<file path="src/rtl/pingpong_pkg.sv">
// Shared types and constants for the ping-pong bank controller:
// bank state encoding, default burst length and bank indices.
package pingpong_pkg;

  typedef enum logic [1:0] {
    FREE  = 2'd0,
    FILL  = 2'd1,
    FULL  = 2'd2,
    DRAIN = 2'd3
  } bank_state_e;

  localparam int unsigned BURST_LEN_DEF = 80;

  localparam logic BANK0 = 1'b0;
  localparam logic BANK1 = 1'b1;

  // Writer may target a bank that is empty or still being filled.
  function automatic logic wr_target_ok(input bank_state_e s);
    return (s == FREE) || (s == FILL);
  endfunction

  function automatic logic rd_target_ok(input bank_state_e s);
    return (s == FULL) || (s == DRAIN);
  endfunction

endpackage

</file>
<file path="src/rtl/pingpong_bank_ctrl_if.sv">
// Producer/consumer handshake and status bundle of pingpong_bank_ctrl.
// master = producer/consumer side, slave = the controller.
interface pingpong_bank_ctrl_if;

  logic       wr_valid;
  logic       wr_ready;
  logic [1:0] wr_bank_en;
  logic       rd_req;
  logic       rd_avail;
  logic [1:0] rd_bank_en;
  logic       rd_data_valid;
  logic       rd_mux_sel;
  logic [3:0] bank_state;
  logic       wr_burst_done;
  logic       rd_burst_done;
  logic       overflow;
  logic       underrun;

  modport master (
    output wr_valid, rd_req,
    input  wr_ready, wr_bank_en, rd_avail, rd_bank_en, rd_data_valid,
           rd_mux_sel, bank_state, wr_burst_done, rd_burst_done,
           overflow, underrun
  );

  modport slave (
    input  wr_valid, rd_req,
    output wr_ready, wr_bank_en, rd_avail, rd_bank_en, rd_data_valid,
           rd_mux_sel, bank_state, wr_burst_done, rd_burst_done,
           overflow, underrun
  );

endinterface

</file>
<file path="src/rtl/pp_bank_fsm.sv">
// Lifecycle of one buffer bank: FREE -> FILL -> FULL -> DRAIN -> FREE.
// The start/last strobes are already qualified for this bank by the top level.
module pp_bank_fsm
  import pingpong_pkg::*;
(
  input  logic        clk,
  input  logic        rst,
  input  logic        wr_start,
  input  logic        wr_last,
  input  logic        rd_start,
  input  logic        rd_last,
  output bank_state_e state_o
);

  bank_state_e state_q;
  bank_state_e state_d;

  // Bank state register
  always_ff @(posedge clk or posedge rst) begin
    if (rst) begin
      state_q <= FREE;
    end else begin
      state_q <= state_d;
    end
  end

  // Next-state: last strobes win over start strobes
  always_comb begin
    state_d = state_q;
    case (state_q)
      FREE: begin
        if (wr_last) begin
          state_d = FULL;
        end else if (wr_start) begin
          state_d = FILL;
        end else begin
          state_d = FREE;
        end
      end
      FILL: begin
        if (wr_last) begin
          state_d = FULL;
        end else begin
          state_d = FILL;
        end
      end
      FULL: begin
        if (rd_last) begin
          state_d = FREE;
        end else if (rd_start) begin
          state_d = DRAIN;
        end else begin
          state_d = FULL;
        end
      end
      DRAIN: begin
        if (rd_last) begin
          state_d = FREE;
        end else begin
          state_d = DRAIN;
        end
      end
      default: state_d = FREE;
    endcase
  end

  assign state_o = state_q;

endmodule

</file>
<file path="src/rtl/pingpong_bank_ctrl.sv">
// Two-bank ping-pong line buffer scheduler: write/read pointers, word counters,
// bank enables and output-mux select. Optional PINGPONG_BANK_CTRL_STATS_EN adds burst/drop counters.
module pingpong_bank_ctrl
  import pingpong_pkg::*;
#(
  parameter int unsigned BURST_LEN = BURST_LEN_DEF,
  parameter int unsigned CNT_W     = 7
) (
  input  logic                clk,
  input  logic                rst,
  pingpong_bank_ctrl_if.slave bus
`ifdef PINGPONG_BANK_CTRL_STATS_EN
  ,
  output logic [15:0]         stat_wr_bursts,
  output logic [15:0]         stat_rd_bursts,
  output logic [15:0]         stat_drop_cnt
`endif
);

  localparam logic [CNT_W-1:0] LAST_IDX = CNT_W'(BURST_LEN - 1);

  bank_state_e      st_b0;
  bank_state_e      st_b1;
  bank_state_e      wr_tgt_st;
  bank_state_e      rd_tgt_st;
  logic             wr_ready;
  logic             rd_avail;
  logic             wr_acc;
  logic             rd_acc;
  logic             wr_last;
  logic             rd_last;

  logic             wr_sel_q,        wr_sel_d;
  logic             rd_sel_q,        rd_sel_d;
  logic [CNT_W-1:0] wr_cnt_q,        wr_cnt_d;
  logic [CNT_W-1:0] rd_cnt_q,        rd_cnt_d;
  logic             rd_data_valid_q, rd_data_valid_d;
  logic             rd_mux_sel_q,    rd_mux_sel_d;
  logic             wr_burst_done_q, wr_burst_done_d;
  logic             rd_burst_done_q, rd_burst_done_d;

  assign wr_tgt_st = (wr_sel_q == BANK1) ? st_b1 : st_b0;
  assign rd_tgt_st = (rd_sel_q == BANK1) ? st_b1 : st_b0;
  assign wr_ready  = wr_target_ok(wr_tgt_st);
  assign rd_avail  = rd_target_ok(rd_tgt_st);
  assign wr_acc    = bus.wr_valid & wr_ready;
  assign rd_acc    = bus.rd_req & rd_avail;
  assign wr_last   = wr_acc & (wr_cnt_q == LAST_IDX);
  assign rd_last   = rd_acc & (rd_cnt_q == LAST_IDX);

  pp_bank_fsm u_bank0 (
    .clk      (clk),
    .rst      (rst),
    .wr_start (wr_acc & (wr_sel_q == BANK0)),
    .wr_last  (wr_last & (wr_sel_q == BANK0)),
    .rd_start (rd_acc & (rd_sel_q == BANK0)),
    .rd_last  (rd_last & (rd_sel_q == BANK0)),
    .state_o  (st_b0)
  );

  pp_bank_fsm u_bank1 (
    .clk      (clk),
    .rst      (rst),
    .wr_start (wr_acc & (wr_sel_q == BANK1)),
    .wr_last  (wr_last & (wr_sel_q == BANK1)),
    .rd_start (rd_acc & (rd_sel_q == BANK1)),
    .rd_last  (rd_last & (rd_sel_q == BANK1)),
    .state_o  (st_b1)
  );

  // Pointer/counter advance and registered read/done outputs
  always_comb begin
    wr_sel_d        = wr_sel_q;
    wr_cnt_d        = wr_cnt_q;
    rd_sel_d        = rd_sel_q;
    rd_cnt_d        = rd_cnt_q;
    rd_data_valid_d = rd_acc;
    wr_burst_done_d = wr_last;
    rd_burst_done_d = rd_last;
    if (wr_last) begin
      wr_cnt_d = '0;
      wr_sel_d = ~wr_sel_q;
    end else if (wr_acc) begin
      wr_cnt_d = wr_cnt_q + CNT_W'(1'b1);
    end else begin
      wr_cnt_d = wr_cnt_q;
    end
    if (rd_last) begin
      rd_cnt_d = '0;
      rd_sel_d = ~rd_sel_q;
    end else if (rd_acc) begin
      rd_cnt_d = rd_cnt_q + CNT_W'(1'b1);
    end else begin
      rd_cnt_d = rd_cnt_q;
    end
    if (rd_acc) begin
      rd_mux_sel_d = rd_sel_q;
    end else begin
      rd_mux_sel_d = rd_mux_sel_q;
    end
  end

  // Control registers
  always_ff @(posedge clk or posedge rst) begin
    if (rst) begin
      wr_sel_q        <= 1'b0;
      rd_sel_q        <= 1'b0;
      wr_cnt_q        <= '0;
      rd_cnt_q        <= '0;
      rd_data_valid_q <= 1'b0;
      rd_mux_sel_q    <= 1'b0;
      wr_burst_done_q <= 1'b0;
      rd_burst_done_q <= 1'b0;
    end else begin
      wr_sel_q        <= wr_sel_d;
      rd_sel_q        <= rd_sel_d;
      wr_cnt_q        <= wr_cnt_d;
      rd_cnt_q        <= rd_cnt_d;
      rd_data_valid_q <= rd_data_valid_d;
      rd_mux_sel_q    <= rd_mux_sel_d;
      wr_burst_done_q <= wr_burst_done_d;
      rd_burst_done_q <= rd_burst_done_d;
    end
  end

  assign bus.wr_ready      = wr_ready;
  assign bus.rd_avail      = rd_avail;
  assign bus.wr_bank_en    = {wr_acc & (wr_sel_q == BANK1), wr_acc & (wr_sel_q == BANK0)};
  assign bus.rd_bank_en    = {rd_acc & (rd_sel_q == BANK1), rd_acc & (rd_sel_q == BANK0)};
  assign bus.rd_data_valid = rd_data_valid_q;
  assign bus.rd_mux_sel    = rd_mux_sel_q;
  assign bus.bank_state    = {st_b1, st_b0};
  assign bus.wr_burst_done = wr_burst_done_q;
  assign bus.rd_burst_done = rd_burst_done_q;
  assign bus.overflow      = bus.wr_valid & ~wr_ready;
  assign bus.underrun      = bus.rd_req & ~rd_avail;

`ifdef PINGPONG_BANK_CTRL_STATS_EN
  logic [15:0] stat_wr_q, stat_wr_d;
  logic [15:0] stat_rd_q, stat_rd_d;
  logic [15:0] stat_drop_q, stat_drop_d;

  // Burst counters wrap; the drop counter sticks at all-ones
  always_comb begin
    stat_wr_d   = stat_wr_q;
    stat_rd_d   = stat_rd_q;
    stat_drop_d = stat_drop_q;
    if (wr_burst_done_q) begin
      stat_wr_d = stat_wr_q + 16'd1;
    end else begin
      stat_wr_d = stat_wr_q;
    end
    if (rd_burst_done_q) begin
      stat_rd_d = stat_rd_q + 16'd1;
    end else begin
      stat_rd_d = stat_rd_q;
    end
    if (bus.overflow && (stat_drop_q != 16'hFFFF)) begin
      stat_drop_d = stat_drop_q + 16'd1;
    end else begin
      stat_drop_d = stat_drop_q;
    end
  end

  // Statistics registers
  always_ff @(posedge clk or posedge rst) begin
    if (rst) begin
      stat_wr_q   <= 16'd0;
      stat_rd_q   <= 16'd0;
      stat_drop_q <= 16'd0;
    end else begin
      stat_wr_q   <= stat_wr_d;
      stat_rd_q   <= stat_rd_d;
      stat_drop_q <= stat_drop_d;
    end
  end

  assign stat_wr_bursts = stat_wr_q;
  assign stat_rd_bursts = stat_rd_q;
  assign stat_drop_cnt  = stat_drop_q;
`endif

endmodule

</file>
<file path="src/flat_wrapper.sv">
// flat-port wrapper written by rule: the top's interface ports become plain ports
module pingpong_bank_ctrl_flat import pingpong_pkg::*;
#(
  parameter int unsigned BURST_LEN = BURST_LEN_DEF,
  parameter int unsigned CNT_W     = 7
)
  (clk, rst, bus_wr_valid, bus_rd_req, bus_wr_ready, bus_wr_bank_en, bus_rd_avail, bus_rd_bank_en, bus_rd_data_valid, bus_rd_mux_sel, bus_bank_state, bus_wr_burst_done, bus_rd_burst_done, bus_overflow, bus_underrun);
  pingpong_bank_ctrl_if bus_i ();
  input  logic clk;
  input  logic rst;
  input wire logic [$bits(bus_i.wr_valid)-1:0] bus_wr_valid;
  input wire logic [$bits(bus_i.rd_req)-1:0] bus_rd_req;
  output wire logic [$bits(bus_i.wr_ready)-1:0] bus_wr_ready;
  output wire logic [$bits(bus_i.wr_bank_en)-1:0] bus_wr_bank_en;
  output wire logic [$bits(bus_i.rd_avail)-1:0] bus_rd_avail;
  output wire logic [$bits(bus_i.rd_bank_en)-1:0] bus_rd_bank_en;
  output wire logic [$bits(bus_i.rd_data_valid)-1:0] bus_rd_data_valid;
  output wire logic [$bits(bus_i.rd_mux_sel)-1:0] bus_rd_mux_sel;
  output wire logic [$bits(bus_i.bank_state)-1:0] bus_bank_state;
  output wire logic [$bits(bus_i.wr_burst_done)-1:0] bus_wr_burst_done;
  output wire logic [$bits(bus_i.rd_burst_done)-1:0] bus_rd_burst_done;
  output wire logic [$bits(bus_i.overflow)-1:0] bus_overflow;
  output wire logic [$bits(bus_i.underrun)-1:0] bus_underrun;
  assign bus_i.wr_valid = bus_wr_valid;
  assign bus_i.rd_req = bus_rd_req;
  assign bus_wr_ready = bus_i.wr_ready;
  assign bus_wr_bank_en = bus_i.wr_bank_en;
  assign bus_rd_avail = bus_i.rd_avail;
  assign bus_rd_bank_en = bus_i.rd_bank_en;
  assign bus_rd_data_valid = bus_i.rd_data_valid;
  assign bus_rd_mux_sel = bus_i.rd_mux_sel;
  assign bus_bank_state = bus_i.bank_state;
  assign bus_wr_burst_done = bus_i.wr_burst_done;
  assign bus_rd_burst_done = bus_i.rd_burst_done;
  assign bus_overflow = bus_i.overflow;
  assign bus_underrun = bus_i.underrun;
  pingpong_bank_ctrl #(.BURST_LEN(BURST_LEN), .CNT_W(CNT_W)) u_core (.clk(clk), .rst(rst), .bus(bus_i));
endmodule
</file>
<file path="config.mk">
export PLATFORM = sky130hd
export DESIGN_NAME = pingpong_bank_ctrl_flat
export DESIGN_NICKNAME = d
export VERILOG_FILES = /design/src/rtl/pingpong_pkg.sv /design/src/rtl/pingpong_bank_ctrl_if.sv /design/src/rtl/pp_bank_fsm.sv /design/src/rtl/pingpong_bank_ctrl.sv /design/src/flat_wrapper.sv
export SDC_FILE = /design/constraint.sdc
export NUM_CORES = 1
export LEC_CHECK = 0
export ABC_CLOCK_PERIOD_IN_PS = 4400
export CORE_MARGIN = 4
export CORE_UTILIZATION = 55
export CTS_CLUSTER_SIZE = 12
export DETAILED_ROUTE_END_ITERATION = 8
export GPL_ROUTABILITY_DRIVEN = 0
export GPL_TIMING_DRIVEN = 1
export PLACE_DENSITY = 0.82
export SYNTH_ARGS = -nofsm -noshare
export SYNTH_HDL_FRONTEND = slang
export SYNTH_SLANG_ARGS = --single-unit
export TNS_END_PERCENT = 50
</file>
<file path="constraint.sdc">
create_clock -name clk -period 4.4 [get_ports clk]
set_clock_uncertainty 0.05 [all_clocks]
set_input_delay 0.88 -clock clk [delete_from_list [all_inputs] [get_ports clk]]
set_output_delay 0.88 -clock clk [all_outputs]
set_load 0.005 [all_outputs]
</file>
==> implementation parameters <==
Parameter                              Value

Status
  Outcome ... finished, final reports clean

STA
  Worst rel slew slack ... 40.5%
  Total negative setup slack ... 0 ns
  Fmax ... 312 MHz
  Final period utilization ... 72.8%
  Clock period minus final worst setup slack ... 3.20 ns
  Final setup violation count ... 0
  Count of final max-slew check failures ... 0
  Setup slack after layout ... 1.20 ns
  Setup repair after global routing missed its margin ... no
  Final hold violation count ... 0
  Transition at the pin with the smallest max-transition slack ... 0.892 ns

Clocking
  Clock Sinks ... 24
  Total of cells resized after clock tree synthesis ... 0
  Clock insertion delay at the later pin of the skew report ... 0.31 ns
  CTS buffer count ... 3
  Clock tree from TritonCTS ... done
  Hold-fix buffer count after cts ... 0
  Clock transition at the registers of the reported paths ... 0.13 ns
  Setup repair bufs after CTS ... 0
  H-tree level count ... 1
  Root buf cell ... sky130_fd_sc_hd__clkbuf_4
  Clock buffer depth ... 2

Logic synthesis
  Ys async rst share ... 100%
  Synthesis-stage register bit count ... 24
  Post-synthesis instance area ... 0.00118 sq mm
  Count leader, synth ... sky130_fd_sc_hd__dfrtp_1
  Top cells by count, synth ... 24 x sky130_fd_sc_hd__dfrtp_1, 14 x sky130_fd_sc_hd__nand2_1, 11 x sky130_fd_sc_hd__nor2_1
  Fraction of synthesized cell area taken by the top area cell type ... 50.7%
  Number of nets in the synthesized netlist ... 125
  Top cells by area in the synthesized netlist ... sky130_fd_sc_hd__dfrtp_1 51%, sky130_fd_sc_hd__nand2_1 4.4%, sky130_fd_sc_hd__xnor2_1 3.7%, sky130_fd_sc_hd__nor2_1 3.5%, sky130_fd_sc_hd__inv_1 3.2%
  Number of enable flip-flop cells after synthesis ... 0
  Dominant cell type by area after synthesis ... sky130_fd_sc_hd__dfrtp_1
  Number of instances in the synthesized netlist ... 119
  Sequential cell area fraction in the yosys report ... 50.7%
  Most common flop cell mapped by yosys ... sky130_fd_sc_hd__dfrtp_1
  Post-Syn Area per Cell ... 9.96 sq um
  Total of warnings raised by yosys ... 0
  Count of cell types in the netlist ... 33

Placed design
  Detailed placement HPWL ... 1.69 mm
  Post-Place Setup Slack ... 1.20 ns
  PortBufs ... 19

Global route
  Number of antenna violations at the first check in global routing ... 0
  Largest net degree at the start of global routing ... 25
  Number of global-route vias before repair ... 865
  GRT overflow ... 0
  GR Util met2 ... 31.1%
  Most utilized layer in the global route result ... met2
  GRT met3 Usage ... 3.54%
  Overall fraction of global-route tracks in use ... 17.3%
  Met1 usage ... 20.7%
  Wire length of the first global-routing pass ... 3.64 mm

Routing
  Number of vias after detailed routing ... 888
  Routed vias/inst ... 5.38
  Detailed-route wire length ... 2.24 mm
  Mean routed wirelength per cell ... 13.6 microns
  Number of DRC violations after detailed routing ... 0
  Drt first pass iters ... 4
  DRT antenna net count ... 0
  Starting DRC count in detailed routing ... 13

Pwr
  Static leakage ... 0.680 nW
  Maximum VDD drop ... 0.000280 V
  Pwr per Cell Area ... 409 mW/mm^2

Floorplanning
  Ports ... 20
  Die outline height ... 54.4 microns
  Number of core rows ... 16
  Core region area ... 0.00200 sq mm
  Area of the die ... 0.00296 sq mm
  Die width ... 54.4 microns
  Initial Util ... 59.2%

Min path
  Path type of the worst min-delay path ... reg2reg
  Worst Hold Depth ... 1
  Startpoint of the tightest hold check path ... u_core.bus.rd_mux_sel$_DFFE_PP0N_
  Worst min-delay path endpoint ... u_core.bus.rd_mux_sel$_DFFE_PP0N_

Critical path
  Critical register-to-register path endpoint ... u_core.u_bank1.state_o[0]$_DFF_PP0_
  Endpoint arrival time on the critical path ... 2.27 ns
  Reg2Reg Setup Slack ... 2.52 ns
  R2r startpoint ... u_core.wr_sel_q$_DFFE_PP0N_
  Setup crit start kind ... input pin
  Endpoint type of the worst setup path ... output pin
  Startpoint-to-endpoint class of the critical path ... in2out
  Worst R2R Path Depth ... 4
  Crit Path Max Fanout ... 5
  Endpoint required time on the critical path ... 3.47 ns

Final layout
  Sequential cell area ... 601 sq um
  Multi-input combinational cell area ... 517 sq um
  Fillers ... 165
  Area Growth Syn to Fin ... 19.4%
  Final core utilization ... 70.7%
  Share of final-layout standard cells stronger than drive strength 1 ... 7.97%
  Nets ... 145
  Antenna Diode Count ... 0

Run
  Reported max-cap violation count ... 0
==> sequential cells by signal (all words and copies together) (netlist names) <==
signal,flops
u_core.u_bank0.state_o,2
u_core.bus.wr_burst_done,1
u_core.bus.rd_mux_sel,1
u_core.wr_sel_q,1
u_core.wr_cnt_q,7
u_core.bus.rd_data_valid,1
u_core.bus.rd_burst_done,1
u_core.u_bank1.state_o,2
u_core.rd_cnt_q,7
u_core.rd_sel_q,1
==> through the flow <==
step	instance area, sq um	hold slack [ns]	power (mW)	instances
floorplan	1180	0.408	0.406	119
global placement	1380	0.411	0.454	161
finish	1420	0.440	0.579	165
detailed placement	1380	0.417	0.466	161
CTS	1420	0.446	0.581	165
global route	1420	0.462	0.610	165
==> placed cells by master, fill, tap and decap left out, drive strengths merged <==
cell,count
and2,2
o211ai,1
nand2b,1
a21o,3
and3,3
nor2,11
nand2,15
nand3,5
clkbuf,4
a22o,2
nor4b,1
or3,1
o31ai,2
dfrtp,24
inv,10
nand4,3
mux2,2
o21ai,5
nor3,3
a221o,1
nand3b,2
xnor2,5
clkdlybuf4s50,19
a21oi,3
nor2b,2
or3b,1
nor3b,1
o2bb2ai,1
xor2,3
ha,2
==> power breakdown <==
part | internal (mW) | switching, mW
Combinational | 0.0858 | 0.0682
Sequential | 0.262 | 0.0463
Clock | 0.0506 | 0.0664
Total | 0.398 | 0.181
==> how the worst max path moves through the flow <==
stage / startpoint / end / slack, ns / cells after the start
2_1_floorplan: bus_rd_req / bus_rd_bank_en[0] / 2.19 / 4
3_3_place_gp: bus_rd_req / bus_rd_bank_en[0] / 1.22 / 5
3_5_place_dp: bus_rd_req / bus_rd_bank_en[0] / 1.20 / 5
4_1_cts: bus_rd_req / bus_rd_bank_en[0] / 1.19 / 5
5_1_grt: bus_rd_req / bus_rd_bank_en[0] / 1.11 / 5
6_report: bus_rd_req / bus_rd_bank_en[0] / 1.20 / 5
==> final cells by class <==
cell class	instances	share of cell area [%]
Timing Repair Buffer	19	13.4
Inverter	10	2.65
Sequential cell	24	42.4
Multi-Input combinational cell	81	36.5
Clock buffer	4	2.56
Tap cell	27	2.39
==> critical path, cell delays in order <==
cell and delay, ns:
sky130_fd_sc_hd__clkdlybuf4s50_1 0.53, sky130_fd_sc_hd__nor2b_1 0.23, sky130_fd_sc_hd__nand2_1 0.09, sky130_fd_sc_hd__inv_1 0.06, sky130_fd_sc_hd__clkdlybuf4s50_1 0.49
==> routing by layer <==
metal | wire [microns] | vias up | part of all wire, %
li1 | - | 447 | -
met1 | 1010 | 420 | 45
met2 | 1130 | 19 | 50
met3 | 87 | 2 | 3.9
met4 | 16 | 0 | 0.71
met5 | 0 | - | 0
==> logic make-up after synthesis <==
| kind of cell | share of synthesized area [%] |
|---|---|
| xor gates and xnor gates | 5.91 |
| and+or+nand+nor | 22.9 |
| AOI/OAI and AO/OA | 10.5 |
| buffers and inverters | 5.70 |
| muxes | 2.22 |
| DFF | 50.7 |
| adders and majority gates | 2.11 |
No activity file was read; power rests on OpenSTA's default activity.
